[src/rtl/lane_collector4_pkg.sv]
// Shared lane-collector definitions: lane count, lane index width, lane encodings, lock states.
package lane_collector4_pkg;

  localparam int unsigned LANES  = 4;
  localparam int unsigned LANE_W = 2;

  typedef enum logic [LANE_W-1:0] {
    LANE0 = 2'd0,
    LANE1 = 2'd1,
    LANE2 = 2'd2,
    LANE3 = 2'd3
  } lane_e;

  typedef enum logic {
    FREE = 1'b0,
    HELD = 1'b1
  } lock_e;

endpackage

[src/rtl/lane_collector4_lane_fifo.sv]
// Per-lane FIFO with a show-ahead head word; pointers wrap modulo DEPTH (power of two).
module lane_fifo #(
  parameter int unsigned WIDTH = 16,
  parameter int unsigned DEPTH = 2
) (
  input  logic             clk,
  input  logic             reset,
  input  logic             push,
  input  logic             pop,
  input  logic [WIDTH-1:0] wdata,
  output logic             full,
  output logic             empty,
  output logic [WIDTH-1:0] head
);

  localparam int unsigned AW = $clog2(DEPTH);
  localparam int unsigned CW = AW + 1;

  logic [WIDTH-1:0] mem [DEPTH];
  logic [AW-1:0]    rd_ptr;
  logic [AW-1:0]    wr_ptr;
  logic [CW-1:0]    count;

  assign full  = (count == CW'(DEPTH));
  assign empty = (count == '0);
  assign head  = mem[rd_ptr];

  always_ff @(posedge clk) begin
    if (push && !reset) begin
      mem[wr_ptr] <= wdata;
    end
  end

  always_ff @(posedge clk) begin
    if (reset) begin
      rd_ptr <= '0;
      wr_ptr <= '0;
      count  <= '0;
    end else begin
      if (push) wr_ptr <= wr_ptr + 1'b1;
      if (pop)  rd_ptr <= rd_ptr + 1'b1;
      case ({push, pop})
        2'b10:   count <= count + 1'b1;
        2'b01:   count <= count - 1'b1;
        default: count <= count;
      endcase
    end
  end

endmodule

[src/rtl/lane_collector4.sv]
// Four-lane collector: per-lane FIFOs, round-robin arbiter and grant lock FSM.
// Optional overflow counter port ovf_cnt is enabled by defining COLLECTOR_OVF_CNT_EN.
module lane_collector4
  import lane_collector4_pkg::*;
#(
  parameter int unsigned WIDTH = 16,
  parameter int unsigned DEPTH = 2
) (
  input  logic              clk,
  input  logic              reset,
  input  logic [WIDTH-1:0]  output1,
  input  logic [WIDTH-1:0]  output2,
  input  logic [WIDTH-1:0]  output3,
  input  logic [WIDTH-1:0]  output4,
  input  logic [LANE_W-1:0] selector,
  input  logic              in_valid,
  output logic              in_ready,
  output logic [WIDTH-1:0]  out_data,
  output logic [LANE_W-1:0] out_lane,
  output logic              out_valid,
  input  logic              out_ready
`ifdef COLLECTOR_OVF_CNT_EN
  ,
  output logic [7:0]        ovf_cnt
`endif
);

  logic [WIDTH-1:0]  lane_in [LANES];
  logic [WIDTH-1:0]  head    [LANES];
  logic [LANES-1:0]  full;
  logic [LANES-1:0]  empty;
  logic [LANES-1:0]  push;
  logic [LANES-1:0]  pop;

  logic [LANE_W-1:0] rr_ptr;
  logic [LANE_W-1:0] lock_lane;
  logic [LANE_W-1:0] search_lane;
  logic [LANE_W-1:0] grant;
  logic              fire;
  lock_e             lock_q;
  lock_e             lock_d;

  assign lane_in[0] = output1;
  assign lane_in[1] = output2;
  assign lane_in[2] = output3;
  assign lane_in[3] = output4;

  // Readiness uses the current count only, so a full lane never accepts a bypass push.
  assign in_ready = !full[selector];
  assign fire     = out_valid && out_ready;

  for (genvar i = 0; i < LANES; i++) begin : g_lane
    assign push[i] = in_valid && in_ready && (selector == LANE_W'(i)) && !reset;
    assign pop[i]  = fire && (grant == LANE_W'(i)) && !reset;

    lane_fifo #(
      .WIDTH (WIDTH),
      .DEPTH (DEPTH)
    ) u_fifo (
      .clk   (clk),
      .reset (reset),
      .push  (push[i]),
      .pop   (pop[i]),
      .wdata (lane_in[i]),
      .full  (full[i]),
      .empty (empty[i]),
      .head  (head[i])
    );
  end

  always_comb begin
    logic [LANE_W-1:0] idx;
    logic              found;
    idx         = '0;
    found       = 1'b0;
    search_lane = '0;
    for (int unsigned k = 0; k < LANES; k++) begin
      idx = rr_ptr + LANE_W'(k);
      if (!found && !empty[idx]) begin
        found       = 1'b1;
        search_lane = idx;
      end
    end
  end

  // A held grant stays on its lane; that lane cannot drain until it is popped.
  assign grant     = (lock_q == HELD) ? lock_lane : search_lane;
  assign out_valid = |(~empty);
  assign out_lane  = grant;
  assign out_data  = out_valid ? head[grant] : '0;

  always_comb begin
    lock_d = lock_q;
    case (lock_q)
      FREE:    if (out_valid && !out_ready) lock_d = HELD;
      HELD:    if (fire) lock_d = FREE;
      default: lock_d = FREE;
    endcase
  end

  always_ff @(posedge clk) begin
    if (reset) begin
      lock_q    <= FREE;
      lock_lane <= '0;
      rr_ptr    <= '0;
    end else begin
      lock_q <= lock_d;
      if (lock_q == FREE && lock_d == HELD) lock_lane <= grant;
      if (fire) rr_ptr <= grant + 1'b1;
    end
  end

`ifdef COLLECTOR_OVF_CNT_EN
  always_ff @(posedge clk) begin
    if (reset) begin
      ovf_cnt <= '0;
    end else if (in_valid && !in_ready && ovf_cnt != 8'hFF) begin
      ovf_cnt <= ovf_cnt + 8'd1;
    end
  end
`endif

endmodule
[config.mk]
export PLATFORM = sky130hd
export DESIGN_NAME = lane_collector4
export DESIGN_NICKNAME = d
export VERILOG_FILES = /design/src/rtl/lane_collector4_pkg.sv /design/src/rtl/lane_collector4_lane_fifo.sv /design/src/rtl/lane_collector4.sv
export SDC_FILE = /design/constraint.sdc
export NUM_CORES = 1
export LEC_CHECK = 0
export BUFFER_PORTS_ARGS = -buffer_cell sky130_fd_sc_hd__clkbuf_2
export CAP_MARGIN = 20
export CORE_ASPECT_RATIO = 1.2
export CORE_UTILIZATION = 42
export CTS_CLUSTER_DIAMETER = 120
export CTS_CLUSTER_SIZE = 30
export DETAILED_ROUTE_END_ITERATION = 12
export GPL_TIMING_DRIVEN = 0
export SYNTH_ARGS = -nofsm -noshare
export SYNTH_HDL_FRONTEND = slang
export SYNTH_SLANG_ARGS = --single-unit
[constraint.sdc]
create_clock -name clk -period 4.2 [get_ports clk]
set_clock_uncertainty 0.05 [all_clocks]
set_input_delay 0.42 -clock clk [delete_from_list [all_inputs] [get_ports clk]]
set_output_delay 0.42 -clock clk [all_outputs]
set_load 0.03 [all_outputs]
Yosys cells after proc, flatten, opt, wreduce, memory -nomap -nowiden --
Memories as Yosys holds them, arrays and structs flattened. A register that Yosys moved wholly into a read port is not among the register bits. Cells that the tools add are included.
Operators by class: shift operators 0, $lt $le $gt $ge 6, add/subtract/negate cells 20, $mul 0, reduce and logical (&&, ||, !) cells 46, div/mod/pow operators 0, multiplexer cells 45, bitwise logic cells 3, eq/ne operators 18
Operators by type and width (count):
- 16-bit two-way mux | 3
- 16-bit binary-select mux with 2-bit select | 1
- 1-bit logical AND | 27
- 1-bit two-way mux | 26
- 2-bit == test (second input constant) | 12
- 2-bit case mux with 2 select lines | 4
- 2-bit by 3-bit less-than comparator with 1-bit output (second input constant) | 5
- 2-bit by 1-bit adder with 2-bit output (second input constant) | 6
- 2-bit by 1-bit == test with 1-bit output (second input constant) | 6
- 2-bit zero test | 6
- 1-bit binary-select mux with 2-bit select | 5
- 2-bit two-way mux | 5
- 1-bit adder (second input constant) | 8
- 1-bit zero test | 8
- 2-bit nonzero test | 4
- 2-bit by 1-bit subtractor with 2-bit output (second input constant) | 4
- 2-bit adder (second input constant) | 2
- 4-bit NOT | 1
- 4-bit OR reduction | 1
- 3-bit greater-or-equal comparator (second input constant) | 1
- 2-bit NOT with 3-bit output | 1
- 1-bit case mux with 2 select lines | 1
- 1-bit NOT | 1
Storage, ports and cells: ROM bits 0, bits in registers 21, RAM bits 128, input bits 70, memories 4, bits in latches 0, word-level logic and storage cells 157
Memory list:
- g_lane[0].u_fifo.mem | depth 2, width 16, read ports 1, clocked after Yosys merged registers in 1, write ports 1, RTL line lane_collector4_lane_fifo.sv:19 | logic [WIDTH-1:0] mem [DEPTH];
- g_lane[1].u_fifo.mem | depth 2, width 16, read ports 1, clocked after Yosys merged registers in 1, write ports 1, RTL line lane_collector4_lane_fifo.sv:19
- g_lane[2].u_fifo.mem | depth 2, width 16, read ports 1, clocked after Yosys merged registers in 1, write ports 1, RTL line lane_collector4_lane_fifo.sv:19
- g_lane[3].u_fifo.mem | depth 2, width 16, read ports 1, clocked after Yosys merged registers in 1, write ports 1, RTL line lane_collector4_lane_fifo.sv:19

Depth between registers and ports, before layout --
Gate-level depths: netlist of the first run.
depth in word-level cells 18, depth in mapped cells 12, mapped depth without buffers 11

Modules after synthesis --
From an unflattened synthesis of the first run, not the netlist that was laid out.
Second synthesis, totals: cells, all modules 441, area, all modules 6449.9 µm²
By module, submodules not included:
- lane_fifo | seq. area each 1061.0 µm², cells each 72, area each 1358.8 µm², instances 4
- lane_collector4 | seq. area each 100.1 µm², cells each 153, area each 1014.7 µm², instances 1

Worst setup path after synthesis of the first run --
No wires, ideal clock.
kind register -> register, start point register g_lane[2].u_fifo.count[0], end point register g_lane[2].u_fifo.count[1], data arrival time 2.859 ns, cell stages (with the launch flop) 12, required time 4.080 ns, setup slack 1.220 ns, library setup time 0.070 ns, period minus slack after synthesis 2.980 ns, cell sequence dfxtp_1 -> buf_2 -> or2_1 -> a221oi_1 -> a211oi_1 -> o41ai_4 -> buf_2 -> buf_2 -> nor2_1 -> ha_1 -> or3_1 -> a21oi_1
Between the ends: word-level cells in the longest chain between the ends 18, elaborated cells between the ends (all ways) 44, classes of those cells add/sub: 2; eq/ne: 4; mux: 19; bitwise: 1; reduce/logical: 18
Ends and longest elaborated chain:
- start, declared | RTL line lane_collector4_lane_fifo.sv:22 | logic [CW-1:0] count;
- start signal, assigned | RTL line lane_collector4_lane_fifo.sv:43 | 2'b10: count <= count + 1'b1;
- start signal, assigned | RTL line lane_collector4_lane_fifo.sv:44 | 2'b01: count <= count - 1'b1;
- start signal, assigned | RTL line lane_collector4_lane_fifo.sv:45 | default: count <= count;
- 2-bit zero test (*) | RTL line lane_collector4_lane_fifo.sv:25 | assign empty = (count == '0);
- 1-bit binary-select mux with 2-bit select | RTL line lane_collector4.sv:79 | if (!found && !empty[idx]) begin
- 1-bit two-way mux (implied by the code) | RTL line lane_collector4.sv:79
- 1-bit zero test | RTL line lane_collector4.sv:79
- 1-bit logical AND | RTL line lane_collector4.sv:79
- 1-bit two-way mux | RTL line lane_collector4.sv:79
- 1-bit zero test | RTL line lane_collector4.sv:79
- 1-bit logical AND | RTL line lane_collector4.sv:79
- [3 not listed]
- 2-bit two-way mux (*) | RTL line lane_collector4.sv:79
- 2-bit two-way mux (*) | RTL line lane_collector4.sv:87 | assign grant = (lock_q == HELD) ? lock_lane : search_lane;
- via out_lane[0] | RTL line lane_collector4.sv:19 | output logic [LANE_W-1:0] out_lane,
- 2-bit == test (*) | RTL line lane_collector4.sv:54 | assign pop[i] = fire && (grant == LANE_W'(i)) && !reset;
- 1-bit logical AND (*) (2 in series) | RTL line lane_collector4.sv:54
- via g_lane[2].u_fifo.pop | RTL line lane_collector4_lane_fifo.sv:9 | input logic pop,
- 2-bit by 1-bit == test with 1-bit output or 2-bit == test (tied branches) | RTL line lane_collector4_lane_fifo.sv:42 | case ({push, pop})
- 2-bit case mux with 2 select lines or 2-bit nonzero test (tied branches)
Mark *: on every way through the listed nets, which the timed path passes. The rest lies on a longest branch. The select of a mux whose other input is x is not followed. A chain may end at the register's enable or synchronous reset.

Worst setup path after layout of the first run --
start point register g_lane[1].u_fifo.count[1], end point output out_data[3]
Between the ends: word-level cells in the longest chain between the ends 18, elaborated cells between the ends (all ways) 32, classes of those cells mux: 20; bitwise: 2; reduce/logical: 10
Ends and longest elaborated chain:
- start, declared | RTL line lane_collector4_lane_fifo.sv:22
- start signal, assigned | RTL line lane_collector4_lane_fifo.sv:43
- start signal, assigned | RTL line lane_collector4_lane_fifo.sv:44
- start signal, assigned | RTL line lane_collector4_lane_fifo.sv:45
- 2-bit zero test (*) | RTL line lane_collector4_lane_fifo.sv:25
- 1-bit binary-select mux with 2-bit select | RTL line lane_collector4.sv:79
- 1-bit two-way mux (implied by the code) | RTL line lane_collector4.sv:79
- 1-bit zero test | RTL line lane_collector4.sv:79
- 1-bit logical AND | RTL line lane_collector4.sv:79
- 1-bit two-way mux | RTL line lane_collector4.sv:79
- 1-bit zero test | RTL line lane_collector4.sv:79
- 1-bit logical AND | RTL line lane_collector4.sv:79
- 1-bit two-way mux | RTL line lane_collector4.sv:79
- 1-bit zero test | RTL line lane_collector4.sv:79
- 1-bit logical AND | RTL line lane_collector4.sv:79
- 2-bit two-way mux | RTL line lane_collector4.sv:79
- 2-bit two-way mux | RTL line lane_collector4.sv:87
- 2-bit NOT with 3-bit output (implied by the code) | RTL line lane_collector4.sv:90 | assign out_data = out_valid ? head[grant] : '0;
- 16-bit binary-select mux with 2-bit select | RTL line lane_collector4.sv:90
- 16-bit two-way mux (implied by the code) (2 in series) | RTL line lane_collector4.sv:90
- 16-bit two-way mux (*) | RTL line lane_collector4.sv:90
- end, declared | RTL line lane_collector4.sv:18 | output logic [WIDTH-1:0] out_data,
Every way passes the cells marked *; elsewhere a longest branch is shown, timed or not. The select of a mux whose other input is x is not followed.

==> results of run 1 <==
[per-stage QoR]
stage | power (W) | std cells | util | instance area [µm²] | setup WS, ps
after floorplan | 0.00207 | 426 | - | 6380 | 1220
after global placement | 0.00224 | 719 | 0.475 | 7080 | 953
after detailed placement | 0.00225 | 724 | 0.478 | 7120 | 853
after CTS | 0.00378 | 756 | 0.518 | 7720 | 525
after global routing | 0.00388 | 756 | 0.518 | 7720 | 402
final | 0.00374 | 756 | 0.518 | 7720 | 522
[state kept, by name, indices dropped and copies added (netlist names), named ones only]
name and flops:
g_lane.u_fifo.count 8, g_lane.u_fifo.mem 128, g_lane.u_fifo.rd_ptr 4, g_lane.u_fifo.wr_ptr 4, lock_lane 2, lock_q 1, rr_ptr 2
[cells in the mapped netlist, drive strengths merged, types with 2 or more instances]
master	n
nand2	7
nand2b	2
xor2	4
a21oi	26
mux2	68
a22oi	17
inv	8
mux2i	2
dfxtp	25
or2	3
nand3	2
nor3b	2
buf	11
nor3	3
nor4	4
nor2b	3
clkbuf	17
nor2	29
xnor2	9
edfxtp	128
ha	4
a221oi	18
a211oi	3
o21bai	2
o21ai	6
or3	5
o31ai	3
and2	5
[routing by layer]
layer	GRT usage	wire, µm	vias up
li1	-	-	1872
met3	0.0456	523	14
met2	0.294	6450	93
met4	0.0873	319	0
met1	0.223	5780	1844
met5	0	0	-
[cells by family (layout without fill, tap and decap cells)]
family	count (synthesis)	after routing	synth area share
adders and majority gates	4	4	0.00785
and+or+nand+nor	71	71	0.0571
DFF	153	153	0.681
xor gates and xnor gates	13	13	0.0179
muxes	70	70	0.123
buffers and inverters	36	162	0.0231
AOI/OAI and AO/OA	79	79	0.0898
[worst paths after layout]
kind	startpoint	end	slack (ps)
worst max-delay path	g_lane[1].u_fifo.count[1]$_SDFFE_PP0P_	out_data[3]	520
worst min-delay path	output3[6]	g_lane[2].u_fifo.mem[0][6]$_DFFE_PP_	140
worst max register to register	g_lane[2].u_fifo.count[0]$_SDFFE_PP0P_	g_lane[2].u_fifo.count[1]$_SDFFE_PP0P_	830
worst min register to register	lock_lane[0]$_SDFFE_PP0P_	lock_lane[0]$_SDFFE_PP0P_	430
[worst max-delay path: stages (launching register included)]
cell	delay, ps
dfxtp_1	350
nor4_1	720
and2_1	300
inv_1	140
and2_0	180
clkbuf_1	140
buf_2	210
a221oi_1	390
a21oi_1	140
clkbuf_2	230
[layout make-up]
type | count | area share
flip-flops and latches | 153 | 0.563
plain buffers | 28 | 0.0152
clock inverters | 15 | 0.0224
repair buffers | 94 | 0.0626
clock buffers | 17 | 0.0551
multi-input cells | 237 | 0.245
well taps | 204 | 0.0331
inverters | 8 | 0.00389
[report_power, final]
group	leakage, nW	internal [W]	switching, W
Combinational	1.07	0.000180	0.000353
Clock	0.285	0.000935	0.000588
Sequential	1.36	0.00167	0.0000128
==> run summary, run 1 <==
Most frequent cells in the layout = edfxtp_1 (128), clkbuf_2 (89), mux2_2 (68)
Seq/Total Area, Yosys = 0.681
Vias/cell = 5.06
Per-cell routed wire length = 17.3 µm
Synth warnings = 0
Initial antenna violation count = 0
Post-synth top area cell = edfxtp_1
CTS H-tree lvls = 4
Setup crit end kind = output port
First-pass GRT wire length = 20500 µm
Detailed Routing Iterations Pass 1 = 4
Vias = 3823
Port buffer count = 89
Share of cells above drive strength 1 = 0.371
Unique cell type count in the Yosys netlist = 43
TritonCTS buffer count = 17
Clk sink count = 153
Drt drc = 0
Gr ovfl total = 0
Final hold slack = 144 ps
Post-Syn Area = 6380 µm²
Multi-input combinational cell area = 1890 µm²
Hold Crit Class = input pin to register
Sequential cell area = 4340 µm²
Max_slew headroom = 0.404
Primary FF master, synth = edfxtp_1
Period utilization = 0.876
Share of Yosys cell area claimed by the top area cell type = 0.603
Fraction of registers with async set/reset = 0
Peak VDD IR = 264 µV
Clk pin slew, worst setup/hold paths = 60 ps
Leak Pwr = 2.71 nW
Root Buffer = clkbuf_16
Number of I/O pins = 90
Syn Nets = 500
Die width = 115 µm
Data required time at the worst endpoint = 3730 ps
Worst-Margin Slew = 893 ps
Initial core utilization = 0.428
Largest net degree at the start of global routing = 17
Final net count = 613
Final hold vios = 0
Post-DRT Antenna Nets = 0
FMAX = 272 MHz
Number of enable flip-flop cells after synthesis = 128
Skew-Pair Late Insertion Delay = 410 ps
Final Setup Violations = 0
Slew Viols, Final = 0
Fillers = 1272
Row cnt = 49
Post-CTS Resized = 0
Gpl congestion = 0.825
Vias in the first global route = 3968
Most common cell after layout, fill and taps aside = edfxtp_1
Dpl hpwl = 9700 µm
Layout overhead on the synthesized area = 21.0%
Setup crit start kind = register
Signal arrival time at the worst endpoint = 3210 ps
FF+latch count, synth = 153
Tmin final = 3680 ps
Full die area = 15700 µm²
CTS tree = done
Core area = 14900 µm²
# diodes = 0
DR iter-0 viols = 218
Status = finished, final reports clean
Mean post-synth cell area = 15.0 µm²
R2R depth = 11
Number of max-cap violations = 0
Hold buffers post-CTS = 0
Hold path depth = 1
Die Y-Extent = 137 µm
Setup Buffers After CTS = 0
Total routed wirelength = 13100 µm
TNS Setup = 0 ps
Largest cells by area after synthesis = edfxtp_1 (60%), mux2_2 (12%), dfxtp_1 (7.8%)
Pwr Density = 485 nW/µm²
Clk buf depth = 2
GRT Util Overall = 0.180
Worst-path maximum fanout = 10
Critical path class = register to output port
Syn Inst Count = 426
Unrepaired setup endpoints after global routing = false
Power figures use the tool's default switching activity.
==> run 2: changes to the inputs <==
--- a/config.mk
+++ b/config.mk
@@ -13,6 +13,7 @@
 export CTS_CLUSTER_SIZE = 30
 export DETAILED_ROUTE_END_ITERATION = 12
 export GPL_TIMING_DRIVEN = 0
+export PLACE_DENSITY = 0.65
 export SYNTH_ARGS = -nofsm -noshare
 export SYNTH_HDL_FRONTEND = slang
 export SYNTH_SLANG_ARGS = --single-unit
==> run 2 against run 1 <==
Non-clock buffer count down 2. Clock-buffer cell count rose by 1. Register-to-register slack lost 20 ps. First-iteration DRC count is 22% lower. Power is 1.3% lower. Critical endpoint is now out_data[2]. Highest routed layer unchanged.
==> run summary, run 2 (same netlist as run 1, synthesis figures left out) <==
Status = finished, final reports clean
Sw power = 0.000962 W
Clock power frac = 0.399
Vias/cell = 5.18
Critical path class = register to output port
Worst-Margin Slew = 946 ps
P_int = 0.00273 W
Initial antenna violation count = 0
# diodes = 0
Combinational share of power = 0.144
CTS tree = done
Max_slew headroom = 0.369
Fillers = 1268
Number of I/O pins = 90
Final hold vios = 0
CP max-delay cell = nor4_1
Final net count = 611
CTS H-tree lvls = 4
Vias = 3909
Leak Pwr = 2.69 nW
Tot Pwr = 0.00369 W
Final hold slack = 136 ps
Hold Crit Class = input pin to register
Most common cell after layout, fill and taps aside = edfxtp_1
Worst-path maximum fanout = 10
Core area = 14900 µm²
CP max stage delay = 620 ps
Largest Register = g_lane.u_fifo.mem
FMAX = 281 MHz
Net switching fraction of the power = 0.260
Setup crit start kind = register
Pwr Density = 480 nW/µm²
Period utilization = 0.848
First-pass GRT wire length = 21100 µm
Full die area = 15700 µm²
Hold path depth = 1
Signal arrival time at the worst endpoint = 3090 ps
Initial core utilization = 0.428
Setup crit end kind = output port
Most frequent cells in the layout = edfxtp_1 (128), clkbuf_2 (89), mux2_2 (68)
Largest registers = g_lane.u_fifo.mem (128), g_lane.u_fifo.count (8)
Row cnt = 49
Max FFs per register = 128
Slew Viols, Final = 0
Critical path depth = 9
Total routed wirelength = 13500 µm
Clk pin slew, worst setup/hold paths = 70 ps
Share of cells above drive strength 1 = 0.371
Family with the most delay on the worst path = simple AND/OR/NAND/NOR gates
Gpl congestion = 0.825
Per-cell routed wire length = 17.9 µm
Dpl hpwl = 9780 µm
Clk sink count = 153
Root Buffer = clkbuf_16
GRT Util Overall = 0.185
Setup Buffers After CTS = 0
CP Cell Sequence = nor4_1, and2_1, inv_1, and2_0, clkbuf_1, buf_2, a221oi_1, a21oi_1, clkbuf_2
Port buffer count = 89
Seq pwr share = 0.456
Layout overhead on the synthesized area = 20.5%
Data required time at the worst endpoint = 3730 ps
Gr ovfl total = 0
Die Y-Extent = 137 µm
Final Setup Violations = 0
Detailed Routing Iterations Pass 1 = 4
Clk buf depth = 2
TNS Setup = 0 ps
Worst path bufs/invs = 4
Number of max-cap violations = 0
R2R depth = 11
Unrepaired setup endpoints after global routing = false
Hold buffers post-CTS = 0
Tmin final = 3560 ps
Peak VDD IR = 273 µV
TritonCTS buffer count = 17
Post-DRT Antenna Nets = 0
Die width = 115 µm
Drt drc = 0
Sequential cell area = 4340 µm²
Vias in the first global route = 4096
Largest net degree at the start of global routing = 17
DR iter-0 viols = 170
Post-CTS Resized = 0
Multi-input combinational cell area = 1890 µm²
Skew-Pair Late Insertion Delay = 410 ps
run 2: cell count changes in the layout (fill, tap and decap cells not counted), sizes merged:
cell,change
clkbuf,+1
buf,-2
clkinv,+1
clkinvlp,-1
bufinv,-1
run 2: metrics by stage:
stage,instances,worst slack [ps],area (µm²),utilization
final,754,637,7680,0.516
after global routing,754,375,7680,0.516
after CTS,754,659,7680,0.516
after detailed placement,722,801,7110,0.477
after global placement,719,922,7080,0.475
after floorplan,426,1220,6380,-
run 2: layer usage:
layer | GRT usage | vias up | routed length (µm)
li1 | - | 1864 | -
met1 | 0.217 | 1933 | 5590
met2 | 0.325 | 97 | 7080
met3 | 0.0456 | 15 | 599
met4 | 0.0714 | 0 | 208
met5 | 0 | - | 0
run 2: power groups by stage:
stage / Sequential (W) / Clock, W / Combinational, W
CTS: 0.00168 / 0.00149 / 0.000535
finish: 0.00169 / 0.00147 / 0.000533
global route: 0.00169 / 0.00155 / 0.000574
global placement: 0.00172 / 0 / 0.000523
detailed placement: 0.00172 / 0 / 0.000532
floorplan: 0.00171 / 0 / 0.000352
run 2: final timing paths:
kind	startpoint	to	slack, ps
setup / recovery	g_lane[1].u_fifo.count[1]$_SDFFE_PP0P_	out_data[2]	640
hold / removal	output1[1]	g_lane[0].u_fifo.mem[0][1]$_DFFE_PP_	140
setup reg to reg	g_lane[2].u_fifo.count[0]$_SDFFE_PP0P_	g_lane[2].u_fifo.count[1]$_SDFFE_PP0P_	810
hold reg to reg	lock_lane[0]$_SDFFE_PP0P_	lock_lane[0]$_SDFFE_PP0P_	430
run 2: area by class of cell:
| type | count | area share |
|---|---|---|
| Clock inverter | 14 | 0.0190 |
| Multi-Input combinational cell | 237 | 0.246 |
| Clock buffer | 18 | 0.0558 |
| Tap cell | 204 | 0.0332 |
| Timing Repair Buffer | 92 | 0.0609 |
| Inverter | 8 | 0.00391 |
| Sequential cell | 153 | 0.565 |
| Buffer | 28 | 0.0153 |
==> run 3: changes to the inputs <==
==> constraint.sdc (replaced) <==
create_clock -name clk -period 3.3 [get_ports clk]
set_clock_uncertainty 0.05 [all_clocks]
set_input_delay 0.33 -clock clk [delete_from_list [all_inputs] [get_ports clk]]
set_output_delay 0.33 -clock clk [all_outputs]
set_load 0.03 [all_outputs]
==> run 3 against run 2 <==
Sequential share of layout area is 1.0 points lower. Clock-buffer cell count stayed put. Non-clock buffer count grew 4. Register-to-register slack got worse by 580 ps. Setup slack got worse by 530 ps. Die area stayed put. Global-route usage rose by 0.16 points. Routed wire length increased by 1.4%. Sequential power is 27% higher. Sequential cell count unchanged. Critical path type unchanged. Critical endpoint is now out_data[5].
==> run summary, run 3 (same netlist as run 1, synthesis figures left out) <==
Max_slew headroom = 0.375
Sw power = 0.00124 W
Peak VDD IR = 374 µV
Clk sink count = 153
Worst-path maximum fanout = 10
Number of I/O pins = 90
Vias/cell = 5.20
Fin cells = 758
Per-cell routed wire length = 18.0 µm
Root Buffer = clkbuf_16
Gpl congestion = 0.825
Share of cells above drive strength 1 = 0.404
Number of max-cap violations = 0
DR iter-0 viols = 185
R2R depth = 12
TritonCTS buffer count = 17
Hold_sp = output1[1]
Seq pwr share = 0.451
Hold path depth = 1
Layout overhead on the synthesized area = 22.7%
Clock power frac = 0.394
Clk pin slew, worst setup/hold paths = 70 ps
Net switching fraction of the power = 0.260
Die width = 115 µm
Most frequent cells in the layout = edfxtp_1 (128), clkbuf_2 (79), mux2_2 (68)
Data required time at the worst endpoint = 2920 ps
Leak Pwr = 2.76 nW
Setup crit end kind = output port
Status = finished, final reports clean
Post-DRT Antenna Nets = 0
Placed Instances = 722
Full die area = 15700 µm²
Worst-Margin Slew = 937 ps
Gr ovfl total = 0
Dpl hpwl = 9780 µm
Setup crit start kind = register
Final net count = 615
Pwr Density = 608 nW/µm²
Row cnt = 49
Final worst slack = 106 ps
Reg2Reg Capture Point = g_lane[2].u_fifo.count[1]$_SDFFE_PP0P_
Worst R2R Start = g_lane[2].u_fifo.count[0]$_SDFFE_PP0P_
Total routed wirelength = 13700 µm
Final core utilization = 0.525
Largest registers = g_lane.u_fifo.mem (128), g_lane.u_fifo.count (8)
CTS H-tree lvls = 4
First-pass GRT wire length = 21200 µm
Port buffer count = 89
P_int = 0.00352 W
# diodes = 0
CTS tree = done
Slew Viols, Final = 0
Initial antenna violation count = 0
DP Worst Slack = -98.6 ps
Tmin final = 3190 ps
Most common cell after layout, fill and taps aside = edfxtp_1
Hold buffers post-CTS = 0
Clk buf depth = 2
Worst Hold End = g_lane[0].u_fifo.mem[0][1]$_DFFE_PP_
Signal arrival time at the worst endpoint = 2810 ps
Final Setup Violations = 0
Combinational share of power = 0.154
Tot Pwr = 0.00476 W
Drt drc = 0
Critical path class = register to output port
Detailed Routing Iterations Pass 1 = 5
Vias in the first global route = 4105
Final hold vios = 0
Unrepaired setup endpoints after global routing = true
GRT Util Overall = 0.186
Largest Register = g_lane.u_fifo.mem
Hold Crit Class = input pin to register
Die Y-Extent = 137 µm
FMAX = 313 MHz
Reg2Reg Setup Slack = 230 ps
Core area = 14900 µm²
Max FFs per register = 128
Largest net degree at the start of global routing = 17
Vias = 3941
Skew-Pair Late Insertion Delay = 410 ps
Initial core utilization = 0.428
Period utilization = 0.968
Final hold slack = 49.3 ps
run 3: changes by cell type in the layout (fill, tap and decap cells not counted), moves of 2 or more:
| cell | before | now |
|---|---|---|
| buf_4 | 3 | 14 |
| a221oi_2 | 0 | 5 |
| clkbuf_4 | 0 | 5 |
| a21oi_2 | 0 | 2 |
| a221oi_1 | 18 | 13 |
| clkbuf_1 | 18 | 13 |
| a21oi_1 | 26 | 24 |
| buf_6 | 0 | 2 |
| clkbuf_2 | 89 | 79 |
run 3: layout make-up:
cell class / count / area, µm²
fill: 1245 / 7070
sequential: 153 / 4350
multi-input combinational: 237 / 1960
timing repair buffer: 96 / 522
clock buffer: 18 / 429
tap: 204 / 255
clock inverter: 14 / 146
buffer: 28 / 143
inverter: 8 / 30.0
run 3: worst max path at each step:
| stage | from | endpoint | cells after the start | slack (ps) |
|---|---|---|---|---|
| finish | g_lane[1].u_fifo.count[1]$_SDFFE_PP0P_ | out_data[5] | 9 | 110 |
| global placement | g_lane[2].u_fifo.count[0]$_SDFFE_PP0P_ | g_lane[2].u_fifo.count[1]$_SDFFE_PP0P_ | 11 | 20 |
| global route | g_lane[1].u_fifo.count[1]$_SDFFE_PP0P_ | out_data[5] | 9 | -70 |
| CTS | g_lane[2].u_fifo.count[0]$_SDFFE_PP0P_ | out_data[7] | 10 | 2 |
| floorplan | g_lane[2].u_fifo.count[0]$_SDFFE_PP0P_ | g_lane[2].u_fifo.count[1]$_SDFFE_PP0P_ | 11 | 320 |
| detailed placement | g_lane[2].u_fifo.count[0]$_SDFFE_PP0P_ | g_lane[2].u_fifo.count[1]$_SDFFE_PP0P_ | 11 | -100 |
run 3: metal layers:
layer	wire length [µm]	vias to the layer above	global-route usage
li1	-	1873	-
met1	5690	1960	0.217
met2	7230	92	0.328
met3	501	16	0.0461
met4	250	0	0.0750
met5	0	-	0
run 3: what timing repair did:
action / CTS / global route
resized for setup: 12 / 41
endpoints found under the setup margin: 18 / 19
buffers inserted: 2 / 2
endpoints found under the hold margin: 0 / 0
pin swaps: 1 / 2
run 3: power groups by stage:
stage | Clock (W) | Combinational (W) | Sequential [W]
after floorplan | 0 | 0.000447 | 0.00218
after global placement | 0 | 0.000665 | 0.00218
after detailed placement | 0 | 0.000677 | 0.00219
after CTS | 0.00190 | 0.000698 | 0.00214
after global routing | 0.00197 | 0.000786 | 0.00215
final | 0.00188 | 0.000734 | 0.00215
run 3: worst max-delay path: stages (launching register included):
cell      delay (ps)
dfxtp_1          370
or2_0            250
o311a_1          380
o31ai_4          270
and2_0           180
clkbuf_2         170
buf_4            200
a22oi_1          150
a21oi_1          210
clkbuf_4         220
run 3: per-stage QoR:
step | area [µm²] | TNS (ps)
after floorplan | 6380 | 0
after global placement | 7080 | 0
after detailed placement | 7110 | -98.6
after CTS | 7740 | 0
after global routing | 7830 | -349
final | 7830 | 0
